$ cat src/rtl/otter_mem_pkg.sv
// Shared types and constants for the OTTER data-memory port arbiter.
package otter_mem_pkg;

    typedef enum logic {IDLE, WAIT} arb_state_t;
    typedef enum logic {OWN_IF, OWN_MEM} arb_owner_t;

    // funct3 size/sign codes carried on the port unchanged
    localparam logic [2:0] SZ_BYTE = 3'b000;
    localparam logic [2:0] SZ_HALF = 3'b001;
    localparam logic [2:0] SZ_WORD = 3'b010;
    localparam logic [2:0] SZ_BU   = 3'b100;
    localparam logic [2:0] SZ_HU   = 3'b101;

    localparam int GNT_IF  = 0;
    localparam int GNT_MEM = 1;
    localparam int CNT_W   = 4;

endpackage

$ cat src/rtl/arb_grant_sel.sv
// Combinational grant selection: MEM has priority unless its streak has starved IF.
module arb_grant_sel
    import otter_mem_pkg::*;
#(
    parameter int unsigned MAX_STREAK = 4
) (
    input  logic             idle,
    input  logic             if_req,
    input  logic             mem_req,
    input  logic [CNT_W-1:0] streak,
    output logic [1:0]       grant
);

    localparam logic [CNT_W-1:0] STREAK_LIMIT = CNT_W'(MAX_STREAK);

    logic force_if;

    assign force_if = (streak == STREAK_LIMIT);

    always_comb begin
        grant = '0;
        if (idle) begin
            if (mem_req && !(if_req && force_if)) begin
                grant[GNT_MEM] = 1'b1;
            end else if (if_req) begin
                grant[GNT_IF] = 1'b1;
            end
        end
    end

endmodule

$ cat src/rtl/mem_port_arbiter.sv
// Shares one data-memory port between instruction fetch and the memory stage.
// Optional build macro ARB_PERF_CNT_EN adds saturating per-requester wait-cycle counters.
module mem_port_arbiter
    import otter_mem_pkg::*;
#(
    parameter int unsigned LATENCY    = 1,
    parameter int unsigned MAX_STREAK = 4
) (
    input  logic        ARB_CLOCK,
    input  logic        ARB_RESET_N,
    input  logic        IF_REQ,
    input  logic [31:0] IF_ADDR,
    output logic        IF_GNT,
    output logic        IF_RVALID,
    output logic [31:0] IF_RDATA,
    input  logic        MEM_REQ,
    input  logic        MEM_WE,
    input  logic [31:0] MEM_ADDR,
    input  logic [31:0] MEM_WDATA,
    input  logic [2:0]  MEM_SIZE,
    output logic        MEM_GNT,
    output logic        MEM_RVALID,
    output logic [31:0] MEM_RDATA,
    output logic [31:0] P_ADDR,
    output logic [31:0] P_WDATA,
    output logic [2:0]  P_SIZE,
    output logic        P_RDEN,
    output logic        P_WE,
    input  logic [31:0] P_RDATA
`ifdef ARB_PERF_CNT_EN
    ,
    output logic [31:0] PERF_IF_WAIT,
    output logic [31:0] PERF_MEM_WAIT
`endif
);

    localparam logic [CNT_W-1:0] CNT_INIT     = CNT_W'(LATENCY - 1);
    localparam logic [CNT_W-1:0] STREAK_LIMIT = CNT_W'(MAX_STREAK);

    arb_state_t       state;
    arb_owner_t       owner;
    logic             owner_we;
    logic [CNT_W-1:0] wait_cnt;
    logic [CNT_W-1:0] streak;
    logic [1:0]       grant;
    logic             idle;

    // Gating with reset keeps grants and strobes quiet while reset is held.
    assign idle = (state == IDLE) && ARB_RESET_N;

    arb_grant_sel #(
        .MAX_STREAK (MAX_STREAK)
    ) u_grant_sel (
        .idle    (idle),
        .if_req  (IF_REQ),
        .mem_req (MEM_REQ),
        .streak  (streak),
        .grant   (grant)
    );

    assign IF_GNT  = grant[GNT_IF];
    assign MEM_GNT = grant[GNT_MEM];

    always_comb begin
        P_ADDR  = '0;
        P_WDATA = '0;
        P_SIZE  = '0;
        P_RDEN  = 1'b0;
        P_WE    = 1'b0;
        if (grant[GNT_MEM]) begin
            P_ADDR  = MEM_ADDR;
            P_WDATA = MEM_WDATA;
            P_SIZE  = MEM_SIZE;
            P_WE    = MEM_WE;
            P_RDEN  = !MEM_WE;
        end else if (grant[GNT_IF]) begin
            P_ADDR  = IF_ADDR;
            P_SIZE  = SZ_WORD;
            P_RDEN  = 1'b1;
        end
    end

    always_ff @(posedge ARB_CLOCK or negedge ARB_RESET_N) begin
        if (!ARB_RESET_N) begin
            state      <= IDLE;
            owner      <= OWN_IF;
            owner_we   <= 1'b0;
            wait_cnt   <= '0;
            streak     <= '0;
            IF_RVALID  <= 1'b0;
            IF_RDATA   <= '0;
            MEM_RVALID <= 1'b0;
            MEM_RDATA  <= '0;
        end else begin
            IF_RVALID  <= 1'b0;
            MEM_RVALID <= 1'b0;
            case (state)
                IDLE: begin
                    if (|grant) begin
                        owner    <= grant[GNT_MEM] ? OWN_MEM : OWN_IF;
                        owner_we <= grant[GNT_MEM] && MEM_WE;
                        wait_cnt <= CNT_INIT;
                        state    <= WAIT;
                    end
                end
                WAIT: begin
                    if (wait_cnt == '0) begin
                        state <= IDLE;
                        if (owner == OWN_IF) begin
                            IF_RVALID <= 1'b1;
                            IF_RDATA  <= P_RDATA;
                        end else begin
                            MEM_RVALID <= 1'b1;
                            MEM_RDATA  <= owner_we ? '0 : P_RDATA;
                        end
                    end else begin
                        wait_cnt <= wait_cnt - 1'b1;
                    end
                end
                default: state <= IDLE;
            endcase

            // Streak only grows while IF is actually being passed over.
            if (grant[GNT_IF] || !IF_REQ) begin
                streak <= '0;
            end else if (grant[GNT_MEM] && (streak != STREAK_LIMIT)) begin
                streak <= streak + 1'b1;
            end
        end
    end

`ifdef ARB_PERF_CNT_EN
    always_ff @(posedge ARB_CLOCK or negedge ARB_RESET_N) begin
        if (!ARB_RESET_N) begin
            PERF_IF_WAIT  <= '0;
            PERF_MEM_WAIT <= '0;
        end else begin
            if (IF_REQ && !IF_GNT && (PERF_IF_WAIT != '1)) begin
                PERF_IF_WAIT <= PERF_IF_WAIT + 1'b1;
            end
            if (MEM_REQ && !MEM_GNT && (PERF_MEM_WAIT != '1)) begin
                PERF_MEM_WAIT <= PERF_MEM_WAIT + 1'b1;
            end
        end
    end
`endif

endmodule
$ cat config.mk
export PLATFORM = sky130hd
export DESIGN_NAME = mem_port_arbiter
export DESIGN_NICKNAME = d
export VERILOG_FILES = /design/src/rtl/otter_mem_pkg.sv /design/src/rtl/arb_grant_sel.sv /design/src/rtl/mem_port_arbiter.sv
export SDC_FILE = /design/constraint.sdc
export NUM_CORES = 1
export LEC_CHECK = 0
export BUFFER_PORTS_ARGS = -buffer_cell sky130_fd_sc_hd__buf_2
export CAP_MARGIN = 40
export CORE_UTILIZATION = 40
export CTS_CLUSTER_DIAMETER = 120
export DETAILED_ROUTE_END_ITERATION = 8
export MAX_ROUTING_LAYER = met4
export PLACE_DENSITY = 0.84
export REMOVE_ABC_BUFFERS = 1
export SETUP_SLACK_MARGIN = 0.15
export SYNTH_ARGS = -nofsm -noshare
export SYNTH_HDL_FRONTEND = slang
export SYNTH_SLANG_ARGS = --single-unit
$ cat constraint.sdc
create_clock -name ARB_CLOCK -period 2.18 [get_ports ARB_CLOCK]
set_input_delay 0.327 -clock ARB_CLOCK [delete_from_list [all_inputs] [get_ports ARB_CLOCK]]
set_output_delay 0.327 -clock ARB_CLOCK [all_outputs]
set_load 0.02 [all_outputs]
# Word-level counts from Yosys, hierarchy flattened
# Cells that the tools add are included.
# Widths: inputs -> output; s select.
totals:
  rom_bits: 0
  latchBits: 0
  reg_bits: 77
  word_cells: 61
  ram_bits: 0
  in_bits: 136
  mem_count: 0
op_classes:
  n_eq_ne: 4
  mul: 0
  mux: 28
  order_cmp: 0
  addsub: 2
  bitwise: 2
  n_reduce_logical: 16
  shift: 0
  div: 0
ops:
  columns: ["op", "count"]
  rows:
  - ["$mux 32", 4]
  - ["$mux 4", 4]
  - ["$mux 1", 15]
  - ["$pmux 4 s2", 1]
  - ["$reduce_and 3->1", 2]
  - ["$logic_and 1x1->1", 5]
  - ["$add 4x1->4 const B", 1]
  - ["$eq 4x3->1 const B", 1]
  - ["$logic_not 4->1", 1]
  - ["$mux 2", 2]
  - ["$ne 4x3->1 const B", 1]
  - ["$reduce_and 2->1", 2]
  - ["$sub 4x1->4 const B", 1]
  - ["$logic_not 1->1", 3]
  - ["$mux 3", 1]
  - ["$ne 2x1->1 const B", 1]
  - ["$ne 2x2->1 const B", 1]
  - ["$not 1->1", 2]
  - ["$pmux 1 s2", 1]
  - ["$reduce_bool 2->1", 1]
  - ["$reduce_or 2->1", 1]
  - ["$logic_or 1x1->1", 1]

# Logic depth before layout (Yosys ltp)
depth:
  depth_word: 9
  ltp_mapped: 7
  depth_no_buf: 5

# Modules after synthesis
# From an unflattened synthesis, not the netlist that was laid out.
unflattened:
  hier_cells: 324
  hier_area_um2: 4005.1
modules_own_cells:
  columns: ["mod", "area_each_um2", "cells_each", "n_inst", "seq_area_each_um2"]
  rows:
  - ["mem_port_arbiter", 3972.6, 319, 1, 1926.8]
  - ["arb_grant_sel", 32.5, 5, 1, 0.0]

# Worst setup path after synthesis
# OpenSTA, ideal clock, no wires.
synth_timing:
  kind: "register to output"
  start: "register streak[0]"
  end: "output port P_ADDR[0]"
  path_slack_ps: 225
  stages_incl_launch_ff: 7
  t_arrival_ps: 1628
  cell_sequence: "dfrtp_1 > inv_1 > ha_1 > nand4b_2 > and2_1 > buf_2 > o21ai_0"
synth_via:
  elab_chain_cells: 8
  elab_cells_between_ends: 9
  cone_classes: "eq/ne (1); mux (5); reduce/logical (3)"
synth_lines:
  columns: ["item", "line", "source"]
  rows:
  - ["start: declaration", "mem_port_arbiter.sv:44", "logic [CNT_W-1:0] streak;"]
  - ["start signal: assignment", "mem_port_arbiter.sv:127", "streak <= streak + 1'b1;"]
  - ["$eq 4x3->1 (*)", "arb_grant_sel.sv:18", "assign force_if = (streak == STREAK_LIMIT);"]
  - ["$logic_and 1x1->1 (*)", "arb_grant_sel.sv:23", "if (mem_req && !(if_req && force_if)) begin"]
  - ["$logic_not 1->1 (*)", "arb_grant_sel.sv:23", null]
  - ["$logic_and 1x1->1 (*)", "arb_grant_sel.sv:23", null]
  - ["$mux 1", "arb_grant_sel.sv:23", null]
  - ["$mux 2 (*)", "arb_grant_sel.sv:22", "if (idle) begin"]
  - ["$mux 32", "mem_port_arbiter.sv:76", "end else if (grant[GNT_IF]) begin"]
  - ["$mux 32 (*)", "mem_port_arbiter.sv:70", "if (grant[GNT_MEM]) begin"]
  - ["end: declaration", "mem_port_arbiter.sv:24", "output logic [31:0] P_ADDR,"]
# Mark *: on every way between the ends. The rest lies on a longest branch, timed or not.

# Final worst setup path
layout_timing:
  start: "register streak[0]"
  end: "output port P_ADDR[8]"
# Same word-level chain as after synthesis.

==> results.md <==
- Worst relative slew slack: 0.7234
- Setup repair after global routing missed its margin: true
- Io pins: 273
- Hold path depth: 2
- Part of the power in the clock network: 0.229
- # setup viols final: 46
- Result of the run: complete, but fails checks
- CP bufs+invs: 3
- Net switching power: 0.002131 W
- Routability congestion estimate from global placement: 0.9552
- Family with the most delay on the worst path: buffers and inverters
- Kind of capture point of the worst setup path: primary output
- Post-DP HPWL: 10.44 mm
- Worst-case vdd ir drop: 0.6492 mV
- Synthesized instance count: 405
- Later-pin clock latency in the skew report: 0.35 ns
- Worst Path Max Fanout: 9
- Critical R2R Launch: wait_cnt[0]$_DFFE_PN0P_
- Worst r2r dst: IF_RDATA[0]$_DFFE_PN0P_
- Non-filler cells in the finished layout: 826
- Chip height: 107.8 um
- Post-detailed-route wirelength per cell: 20.00 um
- Routed Wire Length: 16.52 mm
- Internal power summed over all cells: 0.003793 W
- Post-route DRC: 0
- Fill cells: 763
- Logic pwr share: 0.420
- Worst Slack Setup Final: -0.1069 ns
- Worst reg2reg path depth: 6
- Aggregate global routing overflow: 0
- Growth of design area from synthesis to finish: 58.50%
- Reg-to-reg slack, setup: 0.24 ns
- Crit path cell chain: inv_2, ha_4, nand4b_4, and2_4, buf_16, o21ai_1, buf_4
- Width of the chip: 107.8 um
- Switching share of power: 0.3597
- First element of the critical path: streak[0]$_DFFE_PN0P_
- Hold wc startpoint: P_RDATA[16]
- Root Driver: clkbuf_8
- H-tree levels: 3
- DIE AREA: 11610 um^2
- Number of detailed-route iterations in the first pass: 5
- Post-DP Area: 5912 um^2
- Classification of the worst-slack hold path: primary input to flop
- Post-Layout Inst Area: 7092 um^2
- Longest individual stage delay on the worst path: 0.40 ns
- Worst-case clock buffer depth: 2
- Final ANT Viol Nets: 0
- Final worst-path cycle share: 1.049
- Number of vias in the routed layout: 4517
- Share of post-route cells with drive strength above 1: 0.6482
- Final number of max-transition violations: 0
- Number of buffers inserted by port buffering: 272
- TritonCTS buffer count: 9
- Power density relative to cell area: 835.3 nW/um^2
- Combined area of all synthesized cells: 4474 um^2
- Max Freq: 437.3 MHz
- Clock transition at the registers of the reported paths: 0.09 ns
- Kind of critical path: flop to primary output
- Final layout net count: 819
- Number of DRC violations after detailed-routing iteration 0: 280
- Leakage dissipation: 3.599 nW
- Pin count of the biggest net entering global routing: 68
- Synthesis-stage register bit count: 77
- Portion of the post-synthesis area used by sequential elements: 0.4306
- Rows: 38
- Yosys warnings: 0
- Startpoint type of the worst setup path: flop
- Post-Route Utilization: 0.6513
- Count of distinct cell types in the synthesized netlist: 34
- Clock tree from TritonCTS: yes
- Total power draw: 0.005924 W
- Violations in the final reports: negative setup slack
- Wire length of the first global-routing pass: 22.70 mm
- Post-Route Setup TNS: -1.088 ns
- Number of global-route vias before repair: 4437
- Reg power frac: 0.351
- Mean number of vias per cell: 5.469
- Placed Cells incl. Taps: 790
- Total Routing Usage GR: 0.2626
- Max-capacitance violation count: 0
- Final hold violation count: 0
- Number of antenna violations at the first check in global routing: 1
- Worst-margin pin slew: 0.4149 ns
- Sinks on the clock net: 77
- Crit path arrival time: 1.96 ns
- Final worst path period need: 2.287 ns
- Standard cell core area: 10890 um^2
- Required @ worst endpoint: 1.85 ns
- Endpoint of the worst hold path: IF_RDATA[16]$_DFFE_PN0P_
- CP max stage cell: dfrtp_1
- Synthesized area per cell: 11.05 um^2
- Setup Skew: 0.01220 ns
- Effective utilization at floorplan: 0.4109
==> cell usage in the layout (no fill, tap or decap), types with 2 or more instances in the layout <==
master / n
inv_2: 2
and2_4: 20
o21ai_1: 4
o21ai_4: 18
mux2i_1: 4
buf_6: 52
o21ai_0: 9
and2_1: 16
nor2_1: 4
nand4_1: 32
nand3_1: 39
o21ai_2: 12
buf_2: 217
bufinv_16: 3
dfrtp_1: 76
clkbuf_16: 3
buf_4: 22
inv_1: 3
mux2_2: 6
clkbuf_8: 9
ha_1: 2
nand2b_1: 2
buf_16: 4
buf_12: 4
nand2_1: 4
mux2_4: 58
nor2b_1: 34
==> synthesized netlist by cell type (all sizes together) <==
master  instances  area share
a21o            1      0.0017
a21oi           2      0.0022
a22o            1      0.0020
a32oi           1      0.0020
and2           36       0.050
and2b           1      0.0017
and3            2      0.0028
and3b           2      0.0039
buf            20       0.045
clkbuf         20       0.017
dfrtp          77        0.43
ha              3      0.0084
inv             5      0.0042
mux2           64        0.21
mux2i           4      0.0089
nand2           4      0.0034
nand2b          2      0.0028
nand3          40       0.046
nand4          32       0.045
nand4b          1      0.0034
nor2            4      0.0034
nor2b          35       0.049
nor3            1      0.0011
nor3b           1      0.0028
o21ai          43       0.048
o31ai           1      0.0017
o41ai           1      0.0020
or2             1      0.0014
==> power groups by stage <==
| stage | clock network (W) | logic, W | registers [W] |
|---|---|---|---|
| after CTS | 0.00138 | 0.00237 | 0.00207 |
| after floorplan | 0 | 0.000867 | 0.00261 |
| after global placement | 0 | 0.00221 | 0.00207 |
| after detailed placement | 0 | 0.00225 | 0.00210 |
| after global routing | 0.00145 | 0.00262 | 0.00213 |
| final | 0.00136 | 0.00249 | 0.00208 |
==> worst reg2reg max path, cell delays in order (launching register included) <==
cell and delay (ns):
dfrtp_1 0.41, inv_1 0.07, ha_1 0.20, nor3b_4 0.29, and3b_2 0.30, buf_12 0.20, mux2_2 0.37
==> worst max path at each step <==
| stage | cells past startpoint | end | slack [ns] |
|---|---|---|---|
| 2_1_floorplan | 3 | P_SIZE[0] | -2.13 |
| 3_3_place_gp | 6 | P_WDATA[26] | 0.02 |
| 3_5_place_dp | 6 | P_WDATA[26] | -0.17 |
| 4_1_cts | 7 | P_ADDR[18] | 0.01 |
| 5_1_grt | 7 | P_ADDR[8] | -0.16 |
| 6_report | 7 | P_ADDR[8] | -0.11 |
==> per-stage QoR <==
step	setup slack, ns	hold slack (ns)
floorplan	-2.132	0.03141
global placement	0.02230	0.4786
detailed placement	-0.1716	0.2809
CTS	0.01265	0.1890
global route	-0.1629	0.1921
finish	-0.1069	0.2120
==> final cells by class <==
class,count,area (um^2),area share
Multi-Input combinational cell,284,2609,0.3679
Timing Repair Buffer,303,2112,0.2978
Sequential cell,77,1928,0.2719
Tap cell,140,175.2,0.02470
Clock buffer,10,127.6,0.01800
Clock inverter,6,118.9,0.01676
Inverter,5,18.77,0.002646
Antenna cell,1,2.502,0.0003529
==> sequential cells by signal, indices dropped and copies added, names as in the netlist <==
signal      flops
streak          4
IF_RDATA       32
IF_RVALID       1
wait_cnt        4
owner           1
owner_we        1
MEM_RDATA      32
MEM_RVALID      1
state           1
==> cells by family (layout without fill, tap and decap cells) <==
family / count (synthesis) / count (layout) / share of synthesized area
other cells: 0 / 1 / 0
compound gates: 50 / 50 / 0.05956
simple gates: 162 / 163 / 0.2164
mux: 68 / 68 / 0.2187
buf+inv: 45 / 324 / 0.06628
flops: 77 / 77 / 0.4306
fa+ha+maj: 3 / 3 / 0.008390
==> routing by layer <==
metal,routed length [um],vias up,part of all wire,GRT usage
li1,-,1983,-,-
met1,6152,2201,0.37,0.2951
met2,8410,280,0.51,0.4359
met3,1261,53,0.076,0.06114
met4,692,0,0.042,0.1350
met5,0,-,0,-
==> repair_timing <==
action / 4_1_cts / 5_1_grt
setup buffers: 8 / 3
pin swaps: 4 / 15
hold buffers: 1 / 0
endpoints found under the hold margin: 10 / 0
resized for setup: 90 / 103
cloned: 3 / 4
endpoints found under the setup margin: 72 / 117
No activity file was read; power rests on OpenSTA's default activity.
